--- src/rtl/periph_bus.sv ---
// Single-master peripheral bus bridge: address-decodes one request at a time onto N_SLV slave
// ports, with an unmapped-slot error path and an ACCESS-phase timeout.
module periph_bus #(
  parameter int unsigned       N_SLV     = 9,
  parameter int unsigned       DEC_LSB   = 13,
  parameter int unsigned       DEC_W     = 4,
  parameter logic [N_SLV-1:0]  SLV_MASK  = 9'b1_1111_1101,
  parameter int unsigned       TIMEOUT   = 16,
  parameter logic [31:0]       ERR_RDATA = 32'hDEAD_BEEF
) (
  input  logic                  clk_i,
  input  logic                  rst_i,
  input  logic                  data_req_i,
  input  logic                  data_we_i,
  input  logic [3:0]            data_be_i,
  input  logic [31:0]           data_addr_i,
  input  logic [31:0]           data_wdata_i,
  output logic                  data_gnt_o,
  output logic                  data_rvalid_o,
  output logic [31:0]           data_rdata_o,
  output logic                  data_err_o,
  output logic [N_SLV-1:0]      slv_req_o,
  output logic                  slv_we_o,
  output logic [3:0]            slv_be_o,
  output logic [31:0]           slv_addr_o,
  output logic [31:0]           slv_wdata_o,
  input  logic [32*N_SLV-1:0]   slv_rdata_i,
  input  logic [N_SLV-1:0]      slv_ready_i
);

  localparam int unsigned CntW = $clog2(TIMEOUT);

  typedef enum logic [1:0] {StIdle, StAccess, StResp} state_e;

  state_e            state_q, state_d;
  logic [CntW-1:0]   cnt_q, cnt_d;
  logic [DEC_W-1:0]  slot_q, slot_d;
  logic              we_q, we_d;
  logic [3:0]        be_q, be_d;
  logic [31:0]       addr_q, addr_d;
  logic [31:0]       wdata_q, wdata_d;
  logic [31:0]       rdata_q, rdata_d;
  logic              err_q, err_d;

  logic [DEC_W-1:0]  req_slot;
  logic              req_mapped;
  logic              sel_ready;
  logic [31:0]       sel_rdata;
  logic [N_SLV-1:0]  sel_onehot;

  assign req_slot = data_addr_i[DEC_LSB +: DEC_W];

  // Slots at or above N_SLV never match, so they fall out as unmapped.
  always_comb begin
    req_mapped = 1'b0;
    sel_ready  = 1'b0;
    sel_rdata  = '0;
    sel_onehot = '0;
    for (int unsigned k = 0; k < N_SLV; k++) begin
      if (req_slot == DEC_W'(k)) begin
        req_mapped = SLV_MASK[k];
      end
      if (slot_q == DEC_W'(k)) begin
        sel_ready     = slv_ready_i[k];
        sel_rdata     = slv_rdata_i[32*k +: 32];
        sel_onehot[k] = 1'b1;
      end
    end
  end

  always_comb begin
    state_d    = state_q;
    cnt_d      = cnt_q;
    slot_d     = slot_q;
    we_d       = we_q;
    be_d       = be_q;
    addr_d     = addr_q;
    wdata_d    = wdata_q;
    rdata_d    = rdata_q;
    err_d      = err_q;
    data_gnt_o = 1'b0;

    case (state_q)
      StIdle: begin
        data_gnt_o = data_req_i;
        if (data_req_i) begin
          we_d    = data_we_i;
          be_d    = data_be_i;
          addr_d  = data_addr_i;
          wdata_d = data_wdata_i;
          slot_d  = req_slot;
          cnt_d   = '0;
          if (req_mapped) begin
            state_d = StAccess;
          end else begin
            state_d = StResp;
            err_d   = 1'b1;
            rdata_d = ERR_RDATA;
          end
        end
      end
      StAccess: begin
        // Ready in the final counted cycle still completes without error.
        if (sel_ready) begin
          state_d = StResp;
          err_d   = 1'b0;
          rdata_d = we_q ? 32'h0 : sel_rdata;
        end else if (cnt_q == CntW'(TIMEOUT - 1)) begin
          state_d = StResp;
          err_d   = 1'b1;
          rdata_d = ERR_RDATA;
        end else begin
          cnt_d = cnt_q + 1'b1;
        end
      end
      StResp: begin
        state_d = StIdle;
      end
      default: begin
        state_d = StIdle;
      end
    endcase
  end

  always_ff @(posedge clk_i or negedge rst_i) begin
    if (!rst_i) begin
      state_q <= StIdle;
      cnt_q   <= '0;
      slot_q  <= '0;
      we_q    <= 1'b0;
      be_q    <= '0;
      addr_q  <= '0;
      wdata_q <= '0;
      rdata_q <= '0;
      err_q   <= 1'b0;
    end else begin
      state_q <= state_d;
      cnt_q   <= cnt_d;
      slot_q  <= slot_d;
      we_q    <= we_d;
      be_q    <= be_d;
      addr_q  <= addr_d;
      wdata_q <= wdata_d;
      rdata_q <= rdata_d;
      err_q   <= err_d;
    end
  end

  assign data_rvalid_o = (state_q == StResp);
  assign data_rdata_o  = rdata_q;
  assign data_err_o    = err_q;
  assign slv_req_o     = (state_q == StAccess) ? sel_onehot : '0;
  assign slv_we_o      = we_q;
  assign slv_be_o      = be_q;
  assign slv_addr_o    = addr_q;
  assign slv_wdata_o   = wdata_q;

endmodule

--- config.mk ---
export PLATFORM = sky130hd
export DESIGN_NAME = periph_bus
export DESIGN_NICKNAME = d
export VERILOG_FILES = /design/src/rtl/periph_bus.sv
export SDC_FILE = /design/constraint.sdc
export NUM_CORES = 1
export LEC_CHECK = 0
export CELL_PAD_IN_SITES_DETAIL_PLACEMENT = 1
export CELL_PAD_IN_SITES_GLOBAL_PLACEMENT = 1
export CORE_AREA = 2 2 190 192
export CTS_BUF_LIST = sky130_fd_sc_hd__clkbuf_16
export DETAILED_ROUTE_END_ITERATION = 7
export DIE_AREA = 0 0 192 194
export GPL_TIMING_DRIVEN = 1
export HOLD_SLACK_MARGIN = 0.03
export PLACE_DENSITY_LB_ADDON = 0.1
export SLEW_MARGIN = 10
export SYNTH_ARGS = -nofsm -noshare
export SYNTH_HDL_FRONTEND = slang
export SYNTH_SLANG_ARGS = --single-unit
--- constraint.sdc ---
create_clock -name clk_i -period 4.7 [get_ports clk_i]
set_input_delay 0.94 -clock clk_i [delete_from_list [all_inputs] [get_ports clk_i]]
set_output_delay 0.94 -clock clk_i [all_outputs]
set_load 0.03 [all_outputs]
==> results.md, run 1 <==
* Syn nets at between 1000 and 1500
* YS warnings at 0
* Routed wire length at 40710 um
* Core Util, Final at 0.3600
* Post-CTS resize count at 0
* Clock share of power at 0.110
* Drt via density at 4.703
* Total clock sinks at 108
* Hold-fix buffers, CTS at 0
* Area leader, netlist: dfrtp_1
* Final setup viols at 0
* H-tree depth at 3
* Mapped cell area at 0.007116 mm^2
* Clock root buffer: clkbuf_16
* Leak at 5.240 nW
* Initial antenna violation count at 17
* P per Cell Area at 614.1 mW/mm^2
* Initial Util at 0.2020
* DRC viols at 0
* First drt pass iteration count at 5
* Hold Path Class: reg -> reg
* Top cell type's share of synthesized area at 0.3798
* Io pins at 482
* Antenna viol nets, final at 0
* Post-synth top cells: nand2_1 (242), dfrtp_1 (108), nor2_1 (68)
* RSZ-0062 raised after global routing: false
* Final min period at 3811 ps
* FMAX at 0.2624 GHz
* Longest Clk Path Bufs at 2
* Required time worst endpoint at 3760 ps
* Mapped Cells at 876
* Core Region at 0.03522 mm^2
* CTS clk-pin slew, worst paths at 80 ps
* Layout cells sized above 1 at 0.05099
* DR vias at ~8400
* Post-place setup slack at 1204 ps
* DP Wirelength at a little over 30000 um
* Post-synth cell types at 54
* Die Span X at 192 um
* Maximum VDD drop at 0.2490 mV
* Most common cell in the synthesized netlist: nand2_1
* Cell-internal power at 0.003944 W
* GR Overflow Total at 0
* Setup ws final at 889.2 ps
* Drt wl/cell at 22.86 um
* Clock Skew at 5.170 ps
* Number of placement rows at 69
* First-pass GRT wire length at 58250 um
* Post-layout instance count excluding filler cells at 1781
* Layout Nets at 1679
* R2r setup slk at ~1500 ps
* WS Path Type: reg -> out
* Startpoint Class: flop
* Slew headroom at 0.2888
* Endpoints failing hold at 0
* Status: complete, no violations
* Die Height at around 190 um
* Register area share after synthesis at 0.3798
* Primary FF master, synth: dfrtp_1
* GRT Total Usage at 0.2109
* Initial DRC Count at 345
* CP max FO at 24
* Port Buf Inserts at 481
* Crit path arrival time at 2870 ps
* Fin Hold WS at 474.2 ps
* Sw frac at 0.4935
* Syn avg cell area at 8.123 um^2
* Async SR Flop Fraction at 1.000
* Area growth syn-to-layout at 78.21%
* CTS tree: yes
* Max-Cap Viols at 0
* Largest net degree at the start of global routing at 73
* Combinational share of power at 0.664
* Setup crit end kind: output port
* Die area at around 0.037 mm^2
* Register bit count reported by yosys at 108
* CTS Buf Count at 9
* Psw at 0.003844 W
* Setup_tns at 0 ps
* Slew Limit Fails at 0
* Postcts setup bufs at 0
* Largest cells by area after synthesis: dfrtp_1 (38%), nand2_1 (13%), mux2i_1 (8.3%)
* Worst Tran Pin Value at 1067 ps
* Post-synth EDFFs at 0
* Reg power frac at 0.225
* Gp weighted congestion at about 0.81
* Clk Latency, worst-skew pair at ~360 ps
* Placed Instances at 1759
* Number of global-route vias before repair at 8990
* Final period util at 0.8108
[flip-flops by register name, summed over array words and instances (netlist names)]
name and flops:
cnt_q 4, state_q 2, slv_wdata_o 32, data_rdata_o 32
slv_we_o 1, slv_be_o 4, slot_q 3, data_err_o 1
slv_addr_o 29
[cell type report]
| type | instances | area [um^2] |
|---|---|---|
| antenna | 6 | 15.01 |
| clock buffer | 9 | 225.2 |
| clock inverter | 7 | 100.1 |
| fill | 4138 | 22540 |
| inverter | 14 | 52.55 |
| multi-input combinational | 676 | 4050 |
| sequential | 108 | 2709 |
| tap | 461 | 576.8 |
| timing repair buffer | 500 | 4952 |
[metal layers]
metal,global-route usage,part of all wire,vias up,wire (um)
li1,-,-,3985,-
met1,0.2396,0.39,4000,15910
met2,0.3637,0.49,308,19860
met3,0.07674,0.092,63,3764
met4,0.06983,0.026,20,1047
met5,0,0.0032,-,132
[power by group through the flow]
| stage | Clock [W] | Combinational [W] | Sequential [W] |
|---|---|---|---|
| floorplan | 0 | 0.00237 | 0.00245 |
| global placement | 0 | 0.00523 | 0.00176 |
| detailed placement | 0 | 0.00526 | 0.00177 |
| CTS | 0.000906 | 0.00527 | 0.00177 |
| global route | 0.000939 | 0.00560 | 0.00182 |
| finish | 0.000859 | 0.00517 | 0.00176 |
[per-stage QoR]
stage	area, um^2	total power (W)
final	12680	0.007788
after global routing	12670	0.008365
after CTS	12670	0.007947
after detailed placement	12340	0.007030
after global placement	12340	0.006995
after floorplan	7116	0.004811
[cells by family after synthesis]
group                    synth area share
AND/OR/NAND/NOR                    0.2063
flip-flops                         0.3798
AO/OA/AOI/OAI                      0.2516
buffers and inverters             0.05381
multiplexers                       0.1067
adder cells (fa/ha/maj)          0.001758
[worst paths after layout]
path | start | to | cells past startpoint
max | slot_q[2] | slv_req_o[4] | 4
min reg2reg | slv_wdata_o[24] | slv_wdata_o[24] | 2
min in group asynchronous | rst_i | slv_wdata_o[15] | 1
max in group asynchronous | rst_i | slv_addr_o[29] | 2
max reg2reg | slv_addr_o[16] | data_rdata_o[13] | 7
min | slv_wdata_o[24] | slv_wdata_o[24] | 2
[critical path, stage by stage (launching register included)]
cell             delay [ps]
dfrtp_1                 540
buf_4                   370
nand2b_1                470
nor4_1                  380
clkdlybuf4s50_1         730
[cell usage in the layout (no fill, tap or decap), types with 4 or more instances in the layout]
cell type	count
a211oi_1	20
a21o_1	18
a21oi_1	31
a221oi_1	19
a222oi_1	7
a22o_1	19
a22oi_1	25
a2bb2oi_1	16
buf_4	21
clkbuf_16	9
clkdlybuf4s50_1	479
dfrtp_1	105
diode_2	6
inv_1	13
mux2_2	13
mux2i_1	59
nand2_1	241
nand2b_1	11
nor2_1	68
nor2b_1	8
nor2b_2	4
nor3_1	7
o211ai_1	16
o21ai_0	25
o21bai_1	4
o22a_1	8
o22ai_1	18
o31ai_1	4
No activity file was read; power rests on OpenSTA's default activity.
==> run 2: changes to the inputs <==
- CORE_AREA: 2 2 190 192 -> 2 2 189 191
- DIE_AREA: 0 0 192 194 -> 0 0 191 193
- clock period: 4.7 -> 3.5 ns (I/O delays scaled with it)
==> results.md, run 2 (synthesis results as in run 1) <==
* CP max FO at 30
* Required time worst endpoint at 2800 ps
* WS Path Type: reg -> out
* H-tree depth at 3
* Drt via density at between 4 and 5
* Post-CTS resize count at 0
* R2r setup slk at around 680 ps
* Area growth syn-to-layout at 78.60%
* Die Height at 193 um
* Drt wl/cell at 22.99 um
* Hold Path Class: in -> async
* CTS tree: yes
* Cell-internal power at 0.005245 W
* Placed Instances at 1768
* Die area at 0.03686 mm^2
* Setup ws final at 455.9 ps
* Hold-fix buffers, CTS at 0
* Clock Skew at around 11 ps
* Initial antenna violation count at 6
* Post-place setup slack at 620.5 ps
* First-pass GRT wire length at between 50000 and 60000 um
* Core Util, Final at 0.3635
* Largest net degree at the start of global routing at 73
* RSZ-0062 raised after global routing: false
* Slew Limit Fails at 0
* CTS Buf Count at 9
* Reg power frac at 0.220
* Max-Cap Viols at 0
* Setup_tns at 0 ps
* First drt pass iteration count at 4
* Worst Tran Pin Value at ~1000 ps
* Endpoints failing hold at 0
* DR vias at 8366
* Layout Nets at about 1700
* CTS clk-pin slew, worst paths at 80 ps
* Most common cell after layout, fill and taps aside: clkdlybuf4s50_1
* Number of global-route vias before repair at 8943
* Crit path to: slv_req_o[8]
* Slew headroom at 0.3169
* Die Span X at 191 um
* RR Startpoint: slot_q[0]
* Post-layout instance count excluding filler cells at 1788
* Psw at 0.005220 W
* DP Wirelength at 31870 um
* Gp weighted congestion at 0.8174
* Initial Util at 0.2035
* Sw frac at 0.4988
* Startpoint Class: flop
* Most frequent cells in the layout: clkdlybuf4s50_1 (474), nand2_1 (241), dfrtp_1 (105)
* Clock root buffer: clkbuf_16
* Longest Clk Path Bufs at 2
* Final min period at approximately 3000 ps
* Maximum VDD drop at slightly below 0.4 mV
* Routed wire length at 41110 um
* Leak at 5.281 nW
* Crit path arrival time at 2340 ps
* Final Instance Area at 0.01271 mm^2
* Postcts setup bufs at 0
* Reg-to-reg critical path endpoint: data_rdata_o[2]
* Crit path from: slot_q[0]
* Final period util at 0.8697
* GR Overflow Total at 0
* Number of placement rows at 69
* Worst reg2reg path depth at 7
* Total clock sinks at 108
* Initial DRC Count at 270
* Combinational share of power at 0.683
* Fillers at roughly 4100
* Final setup viols at 0
* DRC viols at 0
* Core Region at 0.03496 mm^2
* Port Buf Inserts at 481
* Status: complete, no violations
* GRT Total Usage at 0.2140
* P per Cell Area at 823.5 mW/mm^2
* Clock share of power at 0.097
* Setup crit end kind: output port
* Post-Place Cell Area at 0.01242 mm^2
* FMAX at 0.3285 GHz
* Clk Latency, worst-skew pair at 360 ps
* Antenna viol nets, final at 0
* Layout cells sized above 1 at 0.06047
* Io pins at 482
[run 2: worst min-delay path by stage]
stage | startpoint | slack (ps) | endpoint | cells after the start
2_1_floorplan | rst_i | 400 | cnt_q[0] | 0
3_3_place_gp | slv_wdata_o[20] | 460 | slv_wdata_o[20] | 2
3_5_place_dp | slv_be_o[2] | 460 | slv_be_o[2] | 2
4_1_cts | rst_i | 410 | slv_addr_o[17] | 1
5_1_grt | rst_i | 430 | slv_wdata_o[16] | 1
6_report | rst_i | 380 | slv_wdata_o[16] | 1
[run 2: power groups by stage]
stage	Clock [W]	Sequential (W)	Combinational (W)
6_report	0.00102	0.00230	0.00714
5_1_grt	0.00111	0.00240	0.00772
4_1_cts	0.00107	0.00232	0.00726
3_5_place_dp	0	0.00233	0.00723
3_3_place_gp	0	0.00231	0.00722
2_1_floorplan	0	0.00328	0.00318
[run 2: metrics by stage]
stage	hold slack [ps]	total power, W
3_3_place_gp	456.4	0.009538
3_5_place_dp	461.9	0.009564
5_1_grt	426.8	0.01123
2_1_floorplan	404.4	0.006461
4_1_cts	408.9	0.01065
6_report	377.6	0.01047
[run 2: layout make-up]
type	instances	area [um^2]	area share
Clock inverter	7	52.55	0.004135
Clock buffer	9	225.2	0.01772
Multi-Input combinational cell	676	4050	0.3187
Tap cell	461	576.8	0.04539
Sequential cell	108	2709	0.2132
Antenna cell	4	10.01	0.0007876
Timing Repair Buffer	509	5032	0.3960
Inverter	14	52.55	0.004135
[run 2: worst max-delay path: stages, from the launching register on]
cell     delay [ps]
dfrtp_4         630
or4b_4          670
buf_4           290
nor2_1          220
buf_12          150
[run 2: layer usage]
layer  share of wire  vias up  wire length, um  global-route usage
met2            0.49      319            20200              0.3733
met4           0.020        4              806             0.05695
met3           0.087       40             3581             0.07186
met1            0.40     4000            16500              0.2510
met5         0.00066        -               27                   0
li1                -     4003                -                   -
==> run 3: changes to the inputs <==
- CORE_AREA: 2 2 189 191 -> 2 2 185 187
- DIE_AREA: 0 0 191 193 -> 0 0 187 189
- DONT_BUFFER_PORTS: not set -> 1
==> results.md, run 3 (synthesis results as in run 1) <==
* Status: complete, no violations
* H-tree depth at 3
* Endpoints failing hold at 0
* Most common cell after layout, fill and taps aside: nand2_1
* First-pass GRT wire length at ~52000 um
* Leak at 3.445 nW
* Setup_tns at 0 ps
* CP max FO at 30
* Io pins at ~480
* Die area at about 0.035 mm^2
* First drt pass iteration count at 5
* Initial antenna violation count at 13
* Routed wire length at 36340 um
* GRT Total Usage at 0.1980
* FMAX at 0.3407 GHz
* Antenna viol nets, final at 0
* Core Region at 0.03328 mm^2
* Longest Clk Path Bufs at 2
* Clock Skew at roughly 11 ps
* Drt via density at 5.225
* DRC viols at 0
* Die Height at roughly 190 um
* Layout Nets at 1213
* Layout cells sized above 1 at 0.09552
* Hold Path Class: in -> async
* Maximum VDD drop at 0.3637 mV
* DP Wirelength at ~28000 um
* Slew Limit Fails at 0
* CTS Buf Count at 9
* GR Overflow Total at 0
* RSZ-0062 raised after global routing: false
* Area growth syn-to-layout at 12.43%
* Die Span X at 187 um
* Clock root buffer: clkbuf_16
* Crit path arrival time at 2230 ps
* Postcts setup bufs at 0
* Gp weighted congestion at 0.8774
* CTS tree: yes
* Post-place setup slack at approximately 780 ps
* WS Path Type: reg -> out
* Post-Place Cell Area at roughly 0.0076 mm^2
* Initial Util at 0.2138
* Startpoint Class: flop
* Final min period at 2935 ps
* Port Buf Inserts at 0
* Final period util at 0.8385
* Clk Latency, worst-skew pair at 370 ps
* Worst Tran Pin Value at 1080 ps
* Setup crit end kind: output port
* Slew headroom at 0.2803
* P per Cell Area at ~1100 mW/mm^2
* Max-Cap Viols at 0
* Number of placement rows at 67
* Number of global-route vias before repair at between 7000 and 8000
* Largest net degree at the start of global routing at 109
* Total clock sinks at 108
* Final setup viols at 0
* CTS clk-pin slew, worst paths at 90 ps
* Required time worst endpoint at roughly 2800 ps
* Most frequent cells in the layout: nand2_1 (241), dfrtp_1 (104), nor2_1 (68)
* Post-CTS resize count at 0
* Final Instance Area at about 0.0080 mm^2
* Drt wl/cell at 27.82 um
* DR vias at 6824
* Setup ws final at 565.3 ps
* Initial DRC Count at approximately 390
-- run 3: path summary, 6_finish.rpt --
check / startpoint / end / cells after the start / slack [ps]
max: slot_q[0] / slv_req_o[1] / 3 / 570
min: rst_i / slv_wdata_o[27] / 1 / 270
max reg2reg: slot_q[1] / data_rdata_o[16] / 6 / 810
min reg2reg: cnt_q[3] / cnt_q[3] / 1 / 520
max in group asynchronous: rst_i / slot_q[1] / 1 / 2710
min in group clk_i: data_wdata_i[21] / slv_wdata_o[21] / 2 / 440
-- run 3: metrics by stage --
step	hold slack [ps]	util	power [W]	std cells
5_1_grt	298.1	0.2402	0.009677	1303
3_5_place_dp	407.2	0.2294	0.007989	1279
4_1_cts	311.2	0.2396	0.009181	1296
3_3_place_gp	407.8	0.2294	0.007871	1279
6_report	267.5	0.2404	0.009006	1306
2_1_floorplan	404.4	-	0.006461	876
-- run 3: layout make-up --
type	instances	area [um^2]
fillers	3966	25280
multi-input cells	676	4050
flip-flops and latches	108	2713
well taps	448	560.5
repair buffers	34	287.8
clock buffers	9	225.2
clock inverters	7	86.33
inverters	14	52.55
diodes	10	25.02
-- run 3: critical path, cell delays in order, from the launching register on --
cell and delay, ps:
dfrtp_4 520, buf_4 440, nand2b_1 340, nor2_1 540
-- run 3: timing repair --
action | in CTS | in global routing
hold buffers | 1 | 0
endpoints found under the setup margin | 0 | 0
hold endpoints to repair | 108 | 0
-- run 3: layer usage --
metal	wire length [um]	share of wire	track usage	vias up
met5	13	0.00036	0	-
met1	13630	0.37	0.2193	3404
met4	692	0.019	0.05525	2
met3	3620	0.10	0.08193	32
li1	-	-	-	3056
met2	18380	0.51	0.3484	330
-- run 3: where the power goes --
part           switching [W]  internal [W]  total (W)  leakage (nW)
Combinational        0.00263       0.00166    0.00429          2.02
Sequential           0.00178       0.00182    0.00360          1.28
Clock               0.000596      0.000521    0.00112         0.152
